### config.mk
export PLATFORM = sky130hd
export DESIGN_NAME = k_raster_addgen
export DESIGN_NICKNAME = d
export VERILOG_FILES = /design/src/rtl/k_dsp_pkg.sv /design/src/rtl/k_wrap_counter.sv /design/src/rtl/k_raster_addgen.sv
export SDC_FILE = /design/constraint.sdc
export NUM_CORES = 1
export LEC_CHECK = 0
export ABC_CLOCK_PERIOD_IN_PS = 1600
export CAP_MARGIN = 15
export CORE_MARGIN = 1
export CORE_UTILIZATION = 46
export DETAILED_ROUTE_END_ITERATION = 8
export PLACE_DENSITY = 0.84
export SLEW_MARGIN = 5
export SYNTH_ARGS = -nofsm -noshare
export SYNTH_HDL_FRONTEND = slang
export SYNTH_SLANG_ARGS = --single-unit
### constraint.sdc
create_clock -name clk -period 1.6 [get_ports clk]
set_input_delay 0.24 -clock clk [delete_from_list [all_inputs] [get_ports clk]]
set_output_delay 0.24 -clock clk [all_outputs]
set_load 0.03 [all_outputs]
### src/rtl/k_dsp_pkg.sv
// Shared types and default geometry for the K_DSP image pipeline.
// Used by the raster address generator (optional border outputs: K_ADDGEN_BORDER_EN).
package k_dsp_pkg;

    typedef enum logic [1:0] {
        IDLE = 2'd0,
        RUN  = 2'd1,
        DONE = 2'd2
    } k_addgen_state_t;

    localparam int K_IMG_COLS = 240;
    localparam int K_IMG_ROWS = 240;

endpackage

### src/rtl/k_wrap_counter.sv
// Modulo-(MAX+1) counter: advances on inc, returns to zero on clr or after MAX.
// wrap flags the increment that rolls the count over.
module k_wrap_counter #(
    parameter int MAX = 1,
    parameter int W   = 1
) (
    input  logic         clk,
    input  logic         rst_n,
    input  logic         inc,
    input  logic         clr,
    output logic [W-1:0] count,
    output logic         wrap
);

    localparam logic [W-1:0] MAX_V = W'(MAX);

    logic [W-1:0] count_r;

    assign count = count_r;
    assign wrap  = inc & (count_r == MAX_V);

    // count register: clear has priority over increment
    always_ff @(posedge clk or negedge rst_n) begin
        if (!rst_n) begin
            count_r <= {W{1'b0}};
        end else if (clr) begin
            count_r <= {W{1'b0}};
        end else if (inc) begin
            count_r <= wrap ? {W{1'b0}} : count_r + W'(1);
        end else begin
            count_r <= count_r;
        end
    end

endmodule

### src/rtl/k_raster_addgen.sv
// Row-major COLS x ROWS raster address generator with valid/ready output,
// start/abort control and line/frame markers. Border flags: K_ADDGEN_BORDER_EN.
module k_raster_addgen
    import k_dsp_pkg::*;
#(
    parameter int COLS   = K_IMG_COLS,
    parameter int ROWS   = K_IMG_ROWS,
    parameter int COL_W  = $clog2(COLS),
    parameter int ROW_W  = $clog2(ROWS),
    parameter int ADDR_W = $clog2(COLS * ROWS)
) (
    input  logic              clk,
    input  logic              rst_n,
    input  logic              start,
    input  logic              abort,
    input  logic              out_ready,
    output logic              out_valid,
    output logic [COL_W-1:0]  col,
    output logic [ROW_W-1:0]  row,
    output logic [ADDR_W-1:0] addr,
    output logic              line_last,
    output logic              frame_last,
    output logic              busy,
    output logic              done
`ifdef K_ADDGEN_BORDER_EN
    ,
    output logic              edge_top,
    output logic              edge_bottom,
    output logic              edge_left,
    output logic              edge_right
`endif
);

    localparam logic [COL_W-1:0] COL_PEN  = COL_W'(COLS - 2);
    localparam logic [ROW_W-1:0] ROW_LAST = ROW_W'(ROWS - 1);

    k_addgen_state_t state_r, state_nxt_s;

    logic              out_valid_r, busy_r, done_r;
    logic [ADDR_W-1:0] addr_r, addr_nxt_s;
    logic              line_last_r, line_last_nxt_s;
    logic              frame_last_r, frame_last_nxt_s;
    logic [COL_W-1:0]  col_s;
    logic [ROW_W-1:0]  row_s;
    logic              clr_s, adv_s, col_wrap_s, row_wrap_s;

    // abort beats a simultaneous handshake, so the beat is not counted
    assign adv_s = out_valid_r & out_ready & ~abort;
    assign clr_s = ((state_r == IDLE) & start) | ((state_r == RUN) & abort);

    k_wrap_counter #(.MAX(COLS - 1), .W(COL_W)) u_col_cnt (
        .clk   (clk),
        .rst_n (rst_n),
        .inc   (adv_s),
        .clr   (clr_s),
        .count (col_s),
        .wrap  (col_wrap_s)
    );

    k_wrap_counter #(.MAX(ROWS - 1), .W(ROW_W)) u_row_cnt (
        .clk   (clk),
        .rst_n (rst_n),
        .inc   (col_wrap_s),
        .clr   (clr_s),
        .count (row_s),
        .wrap  (row_wrap_s)
    );

    assign out_valid  = out_valid_r;
    assign busy       = busy_r;
    assign done       = done_r;
    assign col        = col_s;
    assign row        = row_s;
    assign addr       = addr_r;
    assign line_last  = line_last_r;
    assign frame_last = frame_last_r;

    // next-state logic; row_wrap_s marks acceptance of the final beat
    always_comb begin
        state_nxt_s = state_r;
        case (state_r)
            IDLE: begin
                if (start) begin
                    state_nxt_s = RUN;
                end else begin
                    state_nxt_s = IDLE;
                end
            end
            RUN: begin
                if (abort) begin
                    state_nxt_s = IDLE;
                end else if (row_wrap_s) begin
                    state_nxt_s = DONE;
                end else begin
                    state_nxt_s = RUN;
                end
            end
            DONE:    state_nxt_s = IDLE;
            default: state_nxt_s = IDLE;
        endcase
    end

    // markers describe the beat that will be presented after this edge
    always_comb begin
        addr_nxt_s       = addr_r;
        line_last_nxt_s  = line_last_r;
        frame_last_nxt_s = frame_last_r;
        if (clr_s) begin
            addr_nxt_s       = {ADDR_W{1'b0}};
            line_last_nxt_s  = 1'b0;
            frame_last_nxt_s = 1'b0;
        end else if (adv_s) begin
            addr_nxt_s       = row_wrap_s ? {ADDR_W{1'b0}} : addr_r + ADDR_W'(1);
            line_last_nxt_s  = (col_s == COL_PEN);
            frame_last_nxt_s = (col_s == COL_PEN) & (row_s == ROW_LAST);
        end else begin
            addr_nxt_s       = addr_r;
            line_last_nxt_s  = line_last_r;
            frame_last_nxt_s = frame_last_r;
        end
    end

    // state, status and beat registers
    always_ff @(posedge clk or negedge rst_n) begin
        if (!rst_n) begin
            state_r      <= IDLE;
            out_valid_r  <= 1'b0;
            busy_r       <= 1'b0;
            done_r       <= 1'b0;
            addr_r       <= {ADDR_W{1'b0}};
            line_last_r  <= 1'b0;
            frame_last_r <= 1'b0;
        end else begin
            state_r      <= state_nxt_s;
            out_valid_r  <= (state_nxt_s == RUN);
            busy_r       <= (state_nxt_s != IDLE);
            done_r       <= (state_nxt_s == DONE);
            addr_r       <= addr_nxt_s;
            line_last_r  <= line_last_nxt_s;
            frame_last_r <= frame_last_nxt_s;
        end
    end

`ifdef K_ADDGEN_BORDER_EN
    localparam logic [ROW_W-1:0] ROW_PEN = ROW_W'(ROWS - 2);

    logic edge_top_r, edge_bottom_r, edge_left_r, edge_right_r;
    logic edge_top_nxt_s, edge_bottom_nxt_s, edge_left_nxt_s, edge_right_nxt_s;

    assign edge_top    = edge_top_r;
    assign edge_bottom = edge_bottom_r;
    assign edge_left   = edge_left_r;
    assign edge_right  = edge_right_r;

    // border flags for the next presented beat, forced low while not valid
    always_comb begin
        edge_top_nxt_s    = edge_top_r;
        edge_bottom_nxt_s = edge_bottom_r;
        edge_left_nxt_s   = edge_left_r;
        edge_right_nxt_s  = edge_right_r;
        if (state_nxt_s != RUN) begin
            edge_top_nxt_s    = 1'b0;
            edge_bottom_nxt_s = 1'b0;
            edge_left_nxt_s   = 1'b0;
            edge_right_nxt_s  = 1'b0;
        end else if (state_r == IDLE) begin
            edge_top_nxt_s    = 1'b1;
            edge_bottom_nxt_s = 1'b0;
            edge_left_nxt_s   = 1'b1;
            edge_right_nxt_s  = 1'b0;
        end else if (adv_s) begin
            edge_top_nxt_s    = (row_s == {ROW_W{1'b0}}) & ~line_last_r;
            edge_bottom_nxt_s = (row_s == ROW_LAST) | (line_last_r & (row_s == ROW_PEN));
            edge_left_nxt_s   = line_last_r;
            edge_right_nxt_s  = line_last_nxt_s;
        end else begin
            edge_top_nxt_s    = edge_top_r;
            edge_bottom_nxt_s = edge_bottom_r;
            edge_left_nxt_s   = edge_left_r;
            edge_right_nxt_s  = edge_right_r;
        end
    end

    // border flag registers
    always_ff @(posedge clk or negedge rst_n) begin
        if (!rst_n) begin
            edge_top_r    <= 1'b0;
            edge_bottom_r <= 1'b0;
            edge_left_r   <= 1'b0;
            edge_right_r  <= 1'b0;
        end else begin
            edge_top_r    <= edge_top_nxt_s;
            edge_bottom_r <= edge_bottom_nxt_s;
            edge_left_r   <= edge_left_nxt_s;
            edge_right_r  <= edge_right_nxt_s;
        end
    end
`endif

endmodule

Word level (Yosys, flattened, before mapping)

Index checks and enable logic that the tools add are counted.

Bits of input ports: 5
Word-level logic and storage cells: 48
Output and inout bits: 37
Register bits after elaboration: 39

Mux-type cells: 17
Add/sub/neg operators: 3
Bitwise logic cells: 9
Equal/unequal tests: 6
Reduce and logical (&&, ||, !) cells: 4

Operators with widths:

| kind                    | count |
|---|---|
| $mux W16                | 3 |
| $mux W8                 | 6 |
| $eq A8 B8 Y1 const B    | 3 |
| $add A16 B1 Y16 const B | 1 |
| $add A8 B1 Y8 const B   | 2 |
| $and A1 B1 Y1           | 7 |
| $reduce_bool A2 Y1      | 3 |
| $mux W1                 | 5 |
| $eq A2 B1 Y1 const B    | 2 |
| $mux W2                 | 2 |
| $pmux W2 S2             | 1 |
| $eq A2 B2 Y1 const B    | 1 |
| $logic_not A2 Y1        | 1 |
| $not A1 Y1              | 1 |
| $or A1 B1 Y1            | 1 |

Depth between registers and ports, before layout

Depth after elaboration: 8
Gate-level depth with buffers: 7

Hierarchy

A second synthesis with hierarchy kept.

Cells, all modules: 233
Area total of the unflattened synthesis: 2,202.1 um2

By module, submodules not included:

| module          | sequential area each (um2) | cells an instance | times used | area an instance (um2) |
|---|---|---|---|---|
| k_raster_addgen | 575.6                      | 147               | 1          | 1,326.3 |
| k_wrap_counter  | 200.2                      | 43                | 2          | 437.9 |

Least setup slack after synthesis

No wires, ideal clock.

Kind: flip-flop to flip-flop
From: register u_col_cnt.count_r[0] (netlist: u_col_cnt.count[0])
To: register u_row_cnt.count_r[3] (netlist: u_row_cnt.count[3])
Required time: 1,523 ps
Cell stages (with the launch flop): 7
Path buffers: 1
Path slack: -305 ps
Clock period less this slack: 1,905 ps
Data arrival time: 1,828 ps
Setup time: 77 ps
Path through: dfrtp_1 -> ha_1 -> and4b_1 -> buf_2 -> nand3_2 -> or4_1 -> o21ai_1

Word-level cells in the longest chain between the ends: 6

RTL lines:

| item                   | RTL line             | RTL |
|---|---|---|
| from (decl)            | k_wrap_counter.sv:17 | `logic [W-1:0] count_r;` |
| from (signal assigned) | k_wrap_counter.sv:25 | `count_r <= {W{1'b0}};` |
| from (signal assigned) | k_wrap_counter.sv:27 | `count_r <= {W{1'b0}};` |
| from (signal assigned) | k_wrap_counter.sv:29 | `count_r <= wrap ? {W{1'b0}} : count_r + W'(1);` |
| $eq A8 B8 Y1 (*)       | k_wrap_counter.sv:20 | `assign wrap = inc & (count_r == MAX_V);` |
| $and A1 B1 Y1 (*)      | k_wrap_counter.sv:20 |  |
| $and A1 B1 Y1          | k_wrap_counter.sv:20 |  |
| $mux W8                | k_wrap_counter.sv:29 |  |
| $mux W8                | k_wrap_counter.sv:28 | `end else if (inc) begin` |
| $mux W8                | k_wrap_counter.sv:26 | `end else if (clr) begin` |
| to (signal assigned)   | k_wrap_counter.sv:27 |  |
| to (signal assigned)   | k_wrap_counter.sv:29 |  |
| to (signal assigned)   | k_wrap_counter.sv:31 | `count_r <= count_r;` |
| to (decl)              | k_wrap_counter.sv:17 |  |

Every way passes the cells marked *; elsewhere a longest branch is shown, timed or not. The select of a mux whose other input is x is not followed.
A chain may end at the register's enable or synchronous reset.

Worst setup path after layout

From: register state_r[0]
To: register u_row_cnt.count_r[3] (netlist: u_row_cnt.count[3])

Word-level cells in the longest chain between the ends: 4

RTL lines:

| item                                             | RTL line               | RTL |
|---|---|---|
| from (decl)                                      | k_raster_addgen.sv:37  | `k_addgen_state_t state_r, state_nxt_s;` |
| from (signal assigned)                           | k_raster_addgen.sv:134 | `state_r <= state_nxt_s;` |
| $eq A2 B1 Y1 or $logic_not A2 Y1 (tied branches) | k_raster_addgen.sv:49  | `assign clr_s = ((state_r == IDLE) & start) \| ((state_r == RUN) & abort);` |
| $and A1 B1 Y1                                    | k_raster_addgen.sv:49  |  |
| $or A1 B1 Y1 (*)                                 | k_raster_addgen.sv:49  |  |
| $mux W8 or $reduce_bool A2 Y1 (tied branches)    | --                     |  |
| to (signal assigned)                             | k_wrap_counter.sv:25   |  |
| to (signal assigned)                             | k_wrap_counter.sv:27   |  |
| to (signal assigned)                             | k_wrap_counter.sv:29   |  |

Every way passes the cells marked *; elsewhere a longest branch is shown, timed or not.

==> impl_metrics.yaml <==
logic_synthesis:
  netlist_instances: 221
  synth_compound_area_frac: 0.1953
  yosysTopAreaCellShare: 0.4688
  synth_seq_area_share: 0.4688
  synth_fp_nets: 230
  yosys.area_share.simple: 0.2500
  synth-edff-count: 0
  yosysTopAreaCell: "dfrtp_1"
  synthDistinctLibCells: 40
  ys.flop_type: "dfrtp_1"
  synthArstFlopShare: 1.000
  synth_seq_cells: 39
  yosys.area_share.xor_xnor: 0.008413
  yosys_warnings: 0
  ys_top_cells_by_area: "dfrtp_1, a21oi_1, nand2_1, o31ai_1, or4_1"
  synth.area.mux_share: 0.01683
  synthAdderAreaFrac: 0.02404
  syn-cell-area_um2: 2082
  avgSynthCellArea_um2: 9.421
  synth_top_family_by_area: "simple AND/OR/NAND/NOR gates"
cts:
  cts_max_level: 2
  cts_tree: "done"
  insertion_delay_ns: 0.30
  clockBufferDepth: 2
  numClockSinks: 39
  cts-root-buf: "clkbuf_8"
  cts_buffers: 5
  clk_pin_slew_ns: 0.08
final_layout:
  n_antenna_cell: 0
  finalCoreUtilization: 0.7675
  nFillCells: 272
  area_growth_pct: 60.52
  fin_area_um2: 3342
  layout.nets: 320
  layout-drive-gt1-share: 0.4263
  final_common_cell: "buf_4"
  layout_common_cells: "buf_4, dlygate4sd2_1, dfrtp_1"
run:
  cap_violations: 0
power_and_ir_drop:
  vdd_drop_max_mv: 0.3008
  p_leak_nw: 1.514
  p_per_area_nw_per_um2: 680.6
global_route:
  antenna_found_initial: 0
  grt_usage: 0.2697
  grt_max_degree: 40
  grt_pass1_wl_um: 10290
  grt_overflow: 0
  first_global_vias: 2159
detailed_routing:
  wl_per_cell_um: 19.22
  drt_iter0_drc: 243
  first_pass_iters: 4
  viasPerCell: 6.266
  drc_errors: 0
  wirelength_um: 6997
  ant_nets: 0
  via_count: 2281
placement:
  place_ws_ns: -0.4434
  io_buffers: 41
  dp_hpwl_um: 4021
  dpl_cell_area_um2: 2905
  gp_congestion: 0.9087
critical_path:
  crit_fanout: 3
  cp-end-kind: "register"
  crit_path_start_kind: "register"
  worstSetupPathType: "reg -> reg"
  crit_arrival_ns: 1.93
  worst_ep_required_time_ns: 1.82
floorplanning:
  dieArea_um2: 4799
  io_pins: 42
  die_height_um: 69.28
  coreArea_um2: 4354
  initial_core_util: 0.4782
  rows: 24
  die_width_um: 69.28
timing:
  worst_pin_slew_ns: 0.5185
  hold_viol: 4
  fmax_ghz: 0.5850
  period_needed_ns: 1.709
  finalClockSkew_ns: 0.004086
  fin_crit_sh: 1.068
  fin_setup_tns_ns: -1.170
  slew_violations: 0
  relSlewSlack: 0.6543
  rsz0062_at_grt: "true"
  whs_ns: -0.007115
  setup_violations: 20
  fin_ws_ns: -0.1094
status:
  status: "complete, but fails checks"
  violations: "hold timing, setup timing"
hold_path:
  hold_path.class: "in -> async"
-- path summary, 6_finish.rpt --
kind | start | endpoint | slack (ns) | depth (start not counted)
worst max-delay path | state_r[0] | u_row_cnt.count[3] | -0.11 | 5
worst min-delay path | rst_n | addr[3] | -0.007 | 2
worst max register to register | state_r[0] | u_row_cnt.count[3] | -0.11 | 5
worst min register to register | line_last | line_last | 0.50 | 2
max in group asynchronous | rst_n | addr[8] | 1.21 | 2
min in group clk | abort | busy | 0.33 | 2
-- synthesized netlist by cell type (2+ instances only) --
library cell  number
a211oi_1           3
a21oi_1           23
a31oi_1            5
and2_1             2
and3_1             4
and4_1             4
and4b_1            3
buf_2              7
clkbuf_1           3
dfrtp_1           39
ha_1               4
inv_1              5
mux2i_1            2
nand2_1           27
nand3_1           12
nand3b_1           2
nand4_1            9
nor2_1             4
nor4_1             2
o211ai_1           3
o21ai_0           13
o21ai_1            2
o31ai_1           10
or3_1              8
or4_1             10
-- worst max-delay path, cell delays in order (launching register included) --
cell and delay (ns):
dfrtp_1 0.41, mux2_4 0.33, buf_4 0.15, and2_1 0.17, or4_1 0.47, o21ai_1 0.10
-- power breakdown --
part,leakage (nW),switching [mW],total (mW),internal (mW)
clock network,0.0515,0.365,0.759,0.394
logic,0.948,0.271,0.495,0.224
registers,0.515,0.0145,1.02,1.01
total,1.51,0.651,2.27,1.62
-- kinds of logic after synthesis --
family	after synthesis
AO/OA/AOI/OAI	66
XOR/XNOR	2
adder cells (fa/ha/maj)	4
buffers and inverters	16
flip-flops	39
multiplexers	3
AND/OR/NAND/NOR	91
-- registers in the layout (all words and copies together) (netlist names) --
register	count
state_r	2
line_last	1
u_row_cnt.count	8
frame_last	1
done	1
busy	1
u_col_cnt.count	8
out_valid	1
addr	16
-- metrics by stage --
stage / total power [mW] / hold slack [ns] / std cells
6_report: 2.275 / -0.007115 / 364
2_1_floorplan: 1.201 / -0.05559 / 221
3_5_place_dp: 1.376 / 0.3351 / 348
3_3_place_gp: 1.370 / 0.3247 / 348
4_1_cts: 2.221 / 0.01952 / 362
5_1_grt: 2.330 / 0.04052 / 364
-- area by class of cell --
class	instances	area (um2)	share of cell area
multi-input cells	166	1291	0.3864
clock buffers	8	100.1	0.02995
flip-flops and latches	39	993.5	0.2973
inverters	5	18.77	0.005616
well taps	52	65.06	0.01947
repair buffers	94	873.3	0.2613
-- per-layer routing --
layer | GRT usage | part of all wire | up-vias
met1 | 0.3454 | 0.42 | 1136
li1 | - | - | 1020
met3 | 0.05523 | 0.043 | 20
met4 | 0.1315 | 0.027 | 0
met2 | 0.4347 | 0.51 | 105
met5 | 0 | 0 | -
-- timing repair --
action	in CTS	in global routing
hold buffers	0	0
pin swaps	6	31
endpoints found under the setup margin	42	32
gates resized for setup	40	73
cloned	3	1
setup buffers	3	2
Power figures use the tool's default switching activity.
